File: config.mk
export PLATFORM = sky130hd
export DESIGN_NAME = mem_port_arbiter
export DESIGN_NICKNAME = d
export VERILOG_FILES = /design/src/rtl/mem_arb_pkg.sv /design/src/rtl/mem_arb_pick.sv /design/src/rtl/mem_port_arbiter.sv
export SDC_FILE = /design/constraint.sdc
export NUM_CORES = 1
export LEC_CHECK = 0
export ABC_AREA = 1
export BUFFER_PORTS_ARGS = -buffer_cell sky130_fd_sc_hd__clkbuf_2
export CORE_AREA = 10 10 64 66
export DETAILED_ROUTE_END_ITERATION = 7
export DIE_AREA = 0 0 74 76
export PLACE_DENSITY_LB_ADDON = 0.3
export SLEW_MARGIN = 20
export SYNTH_ARGS = -nofsm -noshare
export SYNTH_HDL_FRONTEND = slang
export SYNTH_SLANG_ARGS = --single-unit
File: constraint.sdc
create_clock -name clock -period 1.7 [get_ports clock]
set_input_delay 0.085 -clock clock [delete_from_list [all_inputs] [get_ports clock]]
set_output_delay 0.085 -clock clock [all_outputs]
set_load 0.01 [all_outputs]
File: src/rtl/mem_arb_pkg.sv
// mem_arb_pkg: shared owner ids and priority-mode encodings for the memory port arbiter
package mem_arb_pkg;
  localparam logic OWNER_C = 1'b0;
  localparam logic OWNER_D = 1'b1;
  localparam int PRIO_RR = 0;
  localparam int PRIO_FIXED = 1;
endpackage

File: src/rtl/mem_arb_pick.sv
// mem_arb_pick: combinational winner select from requests, lock state and round-robin history
module mem_arb_pick import mem_arb_pkg::*; #(
  parameter int PRIO_MODE = PRIO_RR,
  parameter int MAX_HOLD = 8
) (
  input  logic       c_req,
  input  logic       d_req,
  input  logic       locked,
  input  logic       last_owner,
  input  logic [7:0] hold_cnt,
  output logic       valid,
  output logic       winner,
  output logic       force_rel
);
  logic own_req, oth_req, keep;
  always_comb begin
    own_req = last_owner ? d_req : c_req;
    oth_req = last_owner ? c_req : d_req;
    force_rel = locked && own_req && oth_req && hold_cnt == 8'(MAX_HOLD);
    keep = locked && own_req && !force_rel;
    valid = c_req || d_req;
    winner = keep ? last_owner :
             force_rel ? !last_owner :
             (c_req && d_req) ? (PRIO_MODE == PRIO_FIXED ? OWNER_C : !last_owner) :
             d_req;
  end
endmodule

File: src/rtl/mem_port_arbiter.sv
// mem_port_arbiter: shares one synchronous memory port between the CPU and the debug loader
module mem_port_arbiter import mem_arb_pkg::*; #(
  parameter int ADDR_W = 8,
  parameter int DATA_W = 8,
  parameter int PRIO_MODE = PRIO_RR,
  parameter int MAX_HOLD = 8
) (
  input  logic              clock,
  input  logic              reset,
  input  logic              c_req,
  input  logic              c_we,
  input  logic [ADDR_W-1:0] c_addr,
  input  logic [DATA_W-1:0] c_wdata,
  input  logic              c_lock,
  output logic              c_gnt,
  output logic              c_rvalid,
  output logic [DATA_W-1:0] c_rdata,
  input  logic              d_req,
  input  logic              d_we,
  input  logic [ADDR_W-1:0] d_addr,
  input  logic [DATA_W-1:0] d_wdata,
  input  logic              d_lock,
  output logic              d_gnt,
  output logic              d_rvalid,
  output logic [DATA_W-1:0] d_rdata,
  output logic [ADDR_W-1:0] mem_addr,
  output logic [DATA_W-1:0] mem_data,
  output logic              mem_wren,
  output logic              mem_rden,
  input  logic [DATA_W-1:0] mem_q,
  output logic              owner,
  output logic              locked
);
  logic last_owner, lock_q, c_rv, d_rv;
  logic [7:0] hold_cnt;
  logic pick_valid, winner, force_rel, gnt, w_we, w_lock, oth_req;
  logic [ADDR_W-1:0] w_addr;
  logic [DATA_W-1:0] w_data;
  mem_arb_pick #(.PRIO_MODE(PRIO_MODE), .MAX_HOLD(MAX_HOLD)) u_pick (
    .c_req(c_req),
    .d_req(d_req),
    .locked(lock_q),
    .last_owner(last_owner),
    .hold_cnt(hold_cnt),
    .valid(pick_valid),
    .winner(winner),
    .force_rel(force_rel)
  );
  always_comb begin
    gnt = pick_valid && !reset;
    w_we = winner ? d_we : c_we;
    w_lock = winner ? d_lock : c_lock;
    w_addr = winner ? d_addr : c_addr;
    w_data = winner ? d_wdata : c_wdata;
    oth_req = winner ? c_req : d_req;
    c_gnt = gnt && winner == OWNER_C;
    d_gnt = gnt && winner == OWNER_D;
    mem_addr = gnt ? w_addr : '0;
    mem_data = gnt ? w_data : '0;
    mem_wren = gnt && w_we;
    mem_rden = gnt && !w_we;
    // masking with reset kills a read return that lands in a reset cycle
    c_rvalid = c_rv && !reset;
    d_rvalid = d_rv && !reset;
    c_rdata = mem_q;
    d_rdata = mem_q;
    owner = last_owner;
    locked = lock_q;
  end
  always_ff @(posedge clock) begin
    if (reset) begin
      last_owner <= OWNER_D;
      lock_q <= 1'b0;
      hold_cnt <= 8'd0;
      c_rv <= 1'b0;
      d_rv <= 1'b0;
    end else begin
      c_rv <= c_gnt && !c_we;
      d_rv <= d_gnt && !d_we;
      if (gnt) begin
        last_owner <= winner;
        lock_q <= w_lock && !force_rel;
        // counts grants handed out while the other port is kept waiting
        hold_cnt <= (w_lock && oth_req && !force_rel) ?
                    (winner == last_owner ? hold_cnt : 8'd0) + 8'd1 : 8'd0;
      end else begin
        hold_cnt <= 8'd0;
      end
    end
  end
endmodule

==> run_results.csv, run 1 <==
group,metric,value,unit
route,wl,3760,um
worst_setup_path,reg2reg_from,"hold_cnt[7]",
timing,fin_crit_sh,113,%
clock_tree,insertion_delay,0.28,ns
die,placementRows,20,
die,pin_count,88,
timing,finClkSkew,0.00562,ns
logic_synthesis,synth_edf_count,0,
run_status,failed_checks,"negative setup slack",
die,die_height,76,um
pwr,p_per_area,543,nW/um2
die,fp.dieW,74,um
die,die-area,5620,um2
worst_setup_path,required,1.62,ns
timing,rsz0062_at_grt,"true",
placed_design,portBuffers,63,
cells_and_area,n_antenna_cell,0,
cells_and_area,fill_cells,272,
min_path,hold_depth,2,
worst_setup_path,critPathKind,"flip-flop to output port",
route,wl_per_cell,15.7,um
min_path,min_to,"c_rv",
route,drtIter0Drc,59,
timing,min_period,1.92,ns
timing,fmax,520,MHz
timing,slew_headroom,84.3,%
logic_synthesis,async_flop_share,0,%
clock_tree,cts_hold_buf,0,
cells_and_area,final_cells,239,
global_routing,grt_max_degree,20,
route,drc,0,
clock_tree,clk_pin_slew_worst_paths,0.08,ns
global_routing,grt_usage,12.2,%
clock_tree,clock-sinks,12,
run_status,outcome,"complete, but fails checks",
pwr,peakVddDrop,347,uV
die,core_area,2930,um2
route,firstDrtPassIters,4,
clock_tree,cts_buffers,3,
global_routing,grt-ovfl-total,0,
clock_tree,clock_path_buffers,2,
placed_design,place_congestion,0.794,
placed_design,dp_hpwl,2800,um
cells_and_area,layout-drive-gt1-share,61.2,%
clock_tree,htreeDepth,1,
timing,worst_pin_slew,0.235,ns
logic_synthesis,synth-seq-cells,12,
global_routing,grt_pass1_vias,1201,
logic_synthesis,yosysSeqAreaShare,22.5,%
worst_setup_path,r2r_cells,12,
pwr,p_leak,0.772,nW
logic_synthesis,synth.distinct_cells,26,
worst_setup_path,r2r_slack,-0.09,ns
worst_setup_path,arrival,1.84,ns
min_path,min_from,"c_we",
route,antenna_left,0,
timing,tns,-3.94,ns
route,viasPerCell,4.90,
cells_and_area,area_growth,50.5,%
die,initial_core_util,36.5,%
logic_synthesis,synthCells,142,
logic_synthesis,synth_nets,190,
global_routing,grt_pass1_wl,5620,um
timing,finalHoldViolations,0,
worst_setup_path,start_kind,"flip-flop",
timing,fin_ws,-0.224,ns
logic_synthesis,syn_area,1070,um2
logic_synthesis,synth_flop_cell,"dfxtp_1",
worst_setup_path,path_max_fanout,5,
logic_synthesis,syn_area_per_cell,7.52,um2
cells_and_area,fin_nets,256,
clock_tree,cts_tree,"yes",
clock_tree,cts_root_buf,"clkbuf_4",
timing,setup_violations,25,
timing,slew_viol_final,0,
placed_design,place_inst,226,
worst_setup_path,critPathCaptureType,"output port",
logic_synthesis,yosysWarnings,0,
global_routing,antenna_found_initial,0,
worst_setup_path,rr_endpoint,"hold_cnt[2]",
route,vias,1170,
min_path,hp-class,"primary input to flip-flop",
job,maxCapViolations,0,
synth_stat cells (2+ instances only):
| cell | instances | share of area, % |
|---|---|---|
| a21oi_1 | 9 | 4.2 |
| a22o_1 | 17 | 14 |
| buf_4 | 16 | 11 |
| buf_6 | 2 | 2.1 |
| dfxtp_1 | 12 | 22 |
| inv_1 | 20 | 7.0 |
| nand2_1 | 20 | 7.0 |
| nand2_2 | 4 | 2.3 |
| nand3_1 | 3 | 1.4 |
| nand3_2 | 5 | 4.7 |
| nand4_1 | 3 | 1.8 |
| nor2_1 | 13 | 4.6 |
| nor2_2 | 2 | 1.2 |
| nor2_4 | 3 | 3.2 |
| o21ai_2 | 2 | 1.6 |
metrics by stage:
step | cell area (um2) | setup WS, ns | utilization [%] | hold slack (ns) | power (mW)
floorplan | 1070 | 0.0838 | - | 0.152 | 0.519
global placement | 1350 | 0.0957 | 46.2 | 0.170 | 0.617
detailed placement | 1350 | 0.0843 | 46.2 | 0.170 | 0.616
CTS | 1400 | -0.183 | 47.9 | 0.00292 | 0.806
global route | 1610 | -0.329 | 54.9 | 0.00482 | 0.925
finish | 1610 | -0.224 | 54.9 | 0.00195 | 0.873
layout make-up:
| cell class | instances | area, um2 | area share, % |
|---|---|---|---|
| clock buffer | 3 | 22.5 | 1.40 |
| sequential | 12 | 253 | 15.7 |
| inverter | 21 | 78.8 | 4.90 |
| multi-input combinational | 91 | 711 | 44.2 |
| tap | 33 | 41.3 | 2.57 |
| timing repair buffer | 79 | 502 | 31.2 |
placed cells by master (no fill, tap or decap), types with 2 or more instances in the layout:
cell type,n
clkbuf_2,55
inv_1,18
a22o_1,17
nand2_1,15
nor2_1,11
buf_4,10
a21oi_1,6
nand2_4,6
dfxtp_1,6
buf_2,6
nand3_2,5
buf_6,5
nand2_2,4
nor2_4,4
dfxtp_2,4
inv_2,3
nor2_2,3
a21oi_2,3
nand4_1,3
clkbuf_4,3
o21ai_4,2
nand3_4,2
nand3_1,2
dfxtp_4,2
buf_12,2
cells by family after synthesis:
family / count (synthesis) / synth area share, %
buffers and inverters: 39 / 20.7
AO/OA/AOI/OAI: 32 / 22.7
flip-flops: 12 / 22.5
AND/OR/NAND/NOR: 59 / 34.1
timing repair:
action | CTS | global route
pin swaps | 1 | 8
setup buffers | 4 | 9
gates resized for setup | 5 | 40
endpoints found under the setup margin | 20 | 27
gates cloned | 0 | 2
report_power, final:
part           switching (mW)  internal, mW  leakage, nW
registers              0.0107         0.289        0.100
clock network           0.104        0.0822       0.0138
logic                   0.204         0.184        0.658
total                   0.318         0.555        0.772
state kept, by name, indices dropped and copies added (netlist names):
| signal | count |
|---|---|
| hold_cnt | 8 |
| c_rv | 1 |
| locked | 1 |
| d_rv | 1 |
| owner | 1 |
layer usage:
metal	vias up	track usage [%]	wire, um
met5	-	0	0
met1	510	14.1	1420
li1	588	-	-
met4	0	3.36	76
met3	7	6.64	459
met2	65	18.7	1800
how the worst max path moves through the flow:
stage                        endpoint  slack [ns]   startpoint  cells after the start
after floorplan           mem_addr[6]        0.08        owner                      8
after global routing      mem_addr[6]       -0.33       locked                      9
after CTS                 mem_data[5]       -0.18  hold_cnt[0]                     11
after global placement    mem_data[5]         0.1        owner                      8
after detailed placement  mem_data[5]        0.08        owner                      8
final                     mem_addr[6]       -0.22  hold_cnt[7]                     10
critical path, stage by stage (launching register included):
cell and delay (ns):
dfxtp_1 0.30, inv_1 0.06, nand2_1 0.05, nor2_1 0.13, nand3_2 0.13, nand2_4 0.15
o21ai_4 0.08, nor2_4 0.20, clkbuf_16 0.18, a22o_1 0.13, clkbuf_2 0.15
(Power assumes the default switching activity.)
==> run 2: changes to the inputs <==
Settings changed: CORE_AREA 10 10 64 66 to 10 10 67 69, DIE_AREA 0 0 74 76 to 0 0 77 79.
==> run 2 against run 1 <==
  * The run still ends with negative setup slack left
  * Non-clock buffer count up 1
  * Global-route usage down 0.68 points
  * Clock skew about the same
  * Clock-buffer cell count up 1
  * Sequential share of layout area up 0.53 points
  * Utilization down 7.0 points
  * Register-to-register slack better by 0.20 ns
  * Largest cell class unchanged
  * Critical path type unchanged
  * Wire length down 8.0%
  * Via count up 1.3%
  * Hold slack better by 0.018 ns
==> run_results.csv, run 2 (synthesized netlist as in run 1, its figures left out) <==
group,metric,value,unit
run_status,outcome,"complete, but fails checks",
run_status,failed_checks,"negative setup slack",
cells_and_area,mostFrequentLayoutCells,"58 x clkbuf_2, 18 x nand2_1, 17 x a22o_1, 15 x inv_1, 14 x buf_4",
die,die_height,79,um
route,drc,0,
global_routing,antenna_found_initial,0,
timing,tns,-2.79,ns
worst_setup_path,critPathCaptureType,"output port",
clock_tree,cts_root_buf,"clkbuf_4",
worst_setup_path,required,1.62,ns
pwr,p_leak,0.751,nW
route,wl_per_cell,13.6,um
route,wl,3460,um
cells_and_area,final_core_util,47.9,%
die,placementRows,21,
route,firstDrtPassIters,4,
clock_tree,clock_path_buffers,2,
route,viasPerCell,4.67,
timing,slew_headroom,84.0,%
die,die-area,6080,um2
die,core_area,3230,um2
global_routing,grt-ovfl-total,0,
clock_tree,htreeDepth,1,
route,drtIter0Drc,49,
placed_design,place_inst,241,
timing,fin_ws,-0.165,ns
timing,rsz0062_at_grt,"true",
placed_design,place_congestion,0.865,
cells_and_area,layout-drive-gt1-share,59.6,%
cells_and_area,largest_reg_flops,8,
clock_tree,clock-sinks,12,
cells_and_area,area_growth,44.8,%
timing,holdWs,0.0202,ns
cells_and_area,final_common_cell,"clkbuf_2",
worst_setup_path,critPathKind,"flip-flop to output port",
cells_and_area,final_cells,254,
global_routing,grt_usage,11.5,%
route,vias,1185,
pwr,power.total,0.881,mW
global_routing,grt_pass1_vias,1284,
timing,fmax,536,MHz
timing,setup_violations,18,
placed_design,dp_slack,0.102,ns
worst_setup_path,start_kind,"flip-flop",
placed_design,place_area,1380,um2
pwr,p_per_area,569,nW/um2
die,initial_core_util,33.1,%
timing,slew_viol_final,0,
global_routing,grt_max_degree,20,
cells_and_area,fin_nets,257,
timing,worst_pin_slew,0.240,ns
clock_tree,cts_buffers,3,
timing,finClkSkew,0.00579,ns
placed_design,portBuffers,63,
cells_and_area,largest_register,"hold_cnt",
timing,fin_crit_sh,110,%
route,antenna_left,0,
die,pin_count,88,
worst_setup_path,path_max_fanout,19,
worst_setup_path,arrival,1.78,ns
cells_and_area,final_area,1550,um2
global_routing,grt_pass1_wl,5750,um
clock_tree,clk_pin_slew_worst_paths,0.09,ns
cells_and_area,multiInputGateArea,642,um2
timing,min_period,1.86,ns
cells_and_area,fill_cells,340,
pwr,peakVddDrop,256,uV
cells_and_area,n_antenna_cell,0,
cells_and_area,layout.area.seq,251,um2
min_path,hp-class,"primary input to flip-flop",
clock_tree,cts_tree,"yes",
die,fp.dieW,77,um
job,maxCapViolations,0,
clock_tree,insertion_delay,0.29,ns
timing,finalHoldViolations,0,
placed_design,dp_hpwl,2890,um
==> run 2: metal layers <==
| layer | up-vias | share of wire (%) | global-route usage, % | routed length (um) |
|---|---|---|---|---|
| met5 | - | 0 | 0 | 0 |
| met1 | 515 | 33 | 9.66 | 1130 |
| li1 | 590 | - | - | - |
| met2 | 72 | 47 | 20.0 | 1620 |
| met4 | 0 | 1.1 | 2.92 | 38 |
| met3 | 8 | 19 | 10.2 | 664 |
==> run 2: where the power goes <==
group,internal [mW],switching (mW),total [mW]
sequential,0.290,0.00687,0.297
clock,0.131,0.113,0.243
combinational,0.158,0.182,0.340
==> run 2: path summary, 6_finish.rpt <==
check               from  slack [ns]          end  depth (start not counted)
max          hold_cnt[4]       -0.16  mem_data[7]                         11
min                reset        0.02       locked                          2
max reg2reg  hold_cnt[4]        0.11  hold_cnt[2]                         11
min reg2reg       locked        0.50       locked                          2
==> run 2: timing repair <==
item,in CTS,in global routing
endpoints found under the setup margin,20,26
pin swaps,2,6
hold buffers,2,0
cloned,0,0
endpoints found under the hold margin,2,0
gates resized for setup,6,23
buffers inserted,5,3
==> run 2: area by class of cell <==
type / count / area share (%)
Inverter: 21 / 5.09
Multi-Input combinational cell: 91 / 41.5
Tap cell: 46 / 3.72
Sequential cell: 12 / 16.2
Clock buffer: 4 / 2.34
Timing Repair Buffer: 80 / 31.1
==> run 2: worst max-delay path: stages, from the launching register on <==
cell      delay (ns)
dfxtp_1         0.32
inv_1           0.06
nand2_1         0.06
nor2_2          0.12
nand3_2         0.11
nand2_4         0.12
nand2_1         0.07
o21ai_2         0.10
nor2_4          0.05
buf_12          0.15
a22o_1          0.20
clkbuf_2        0.13
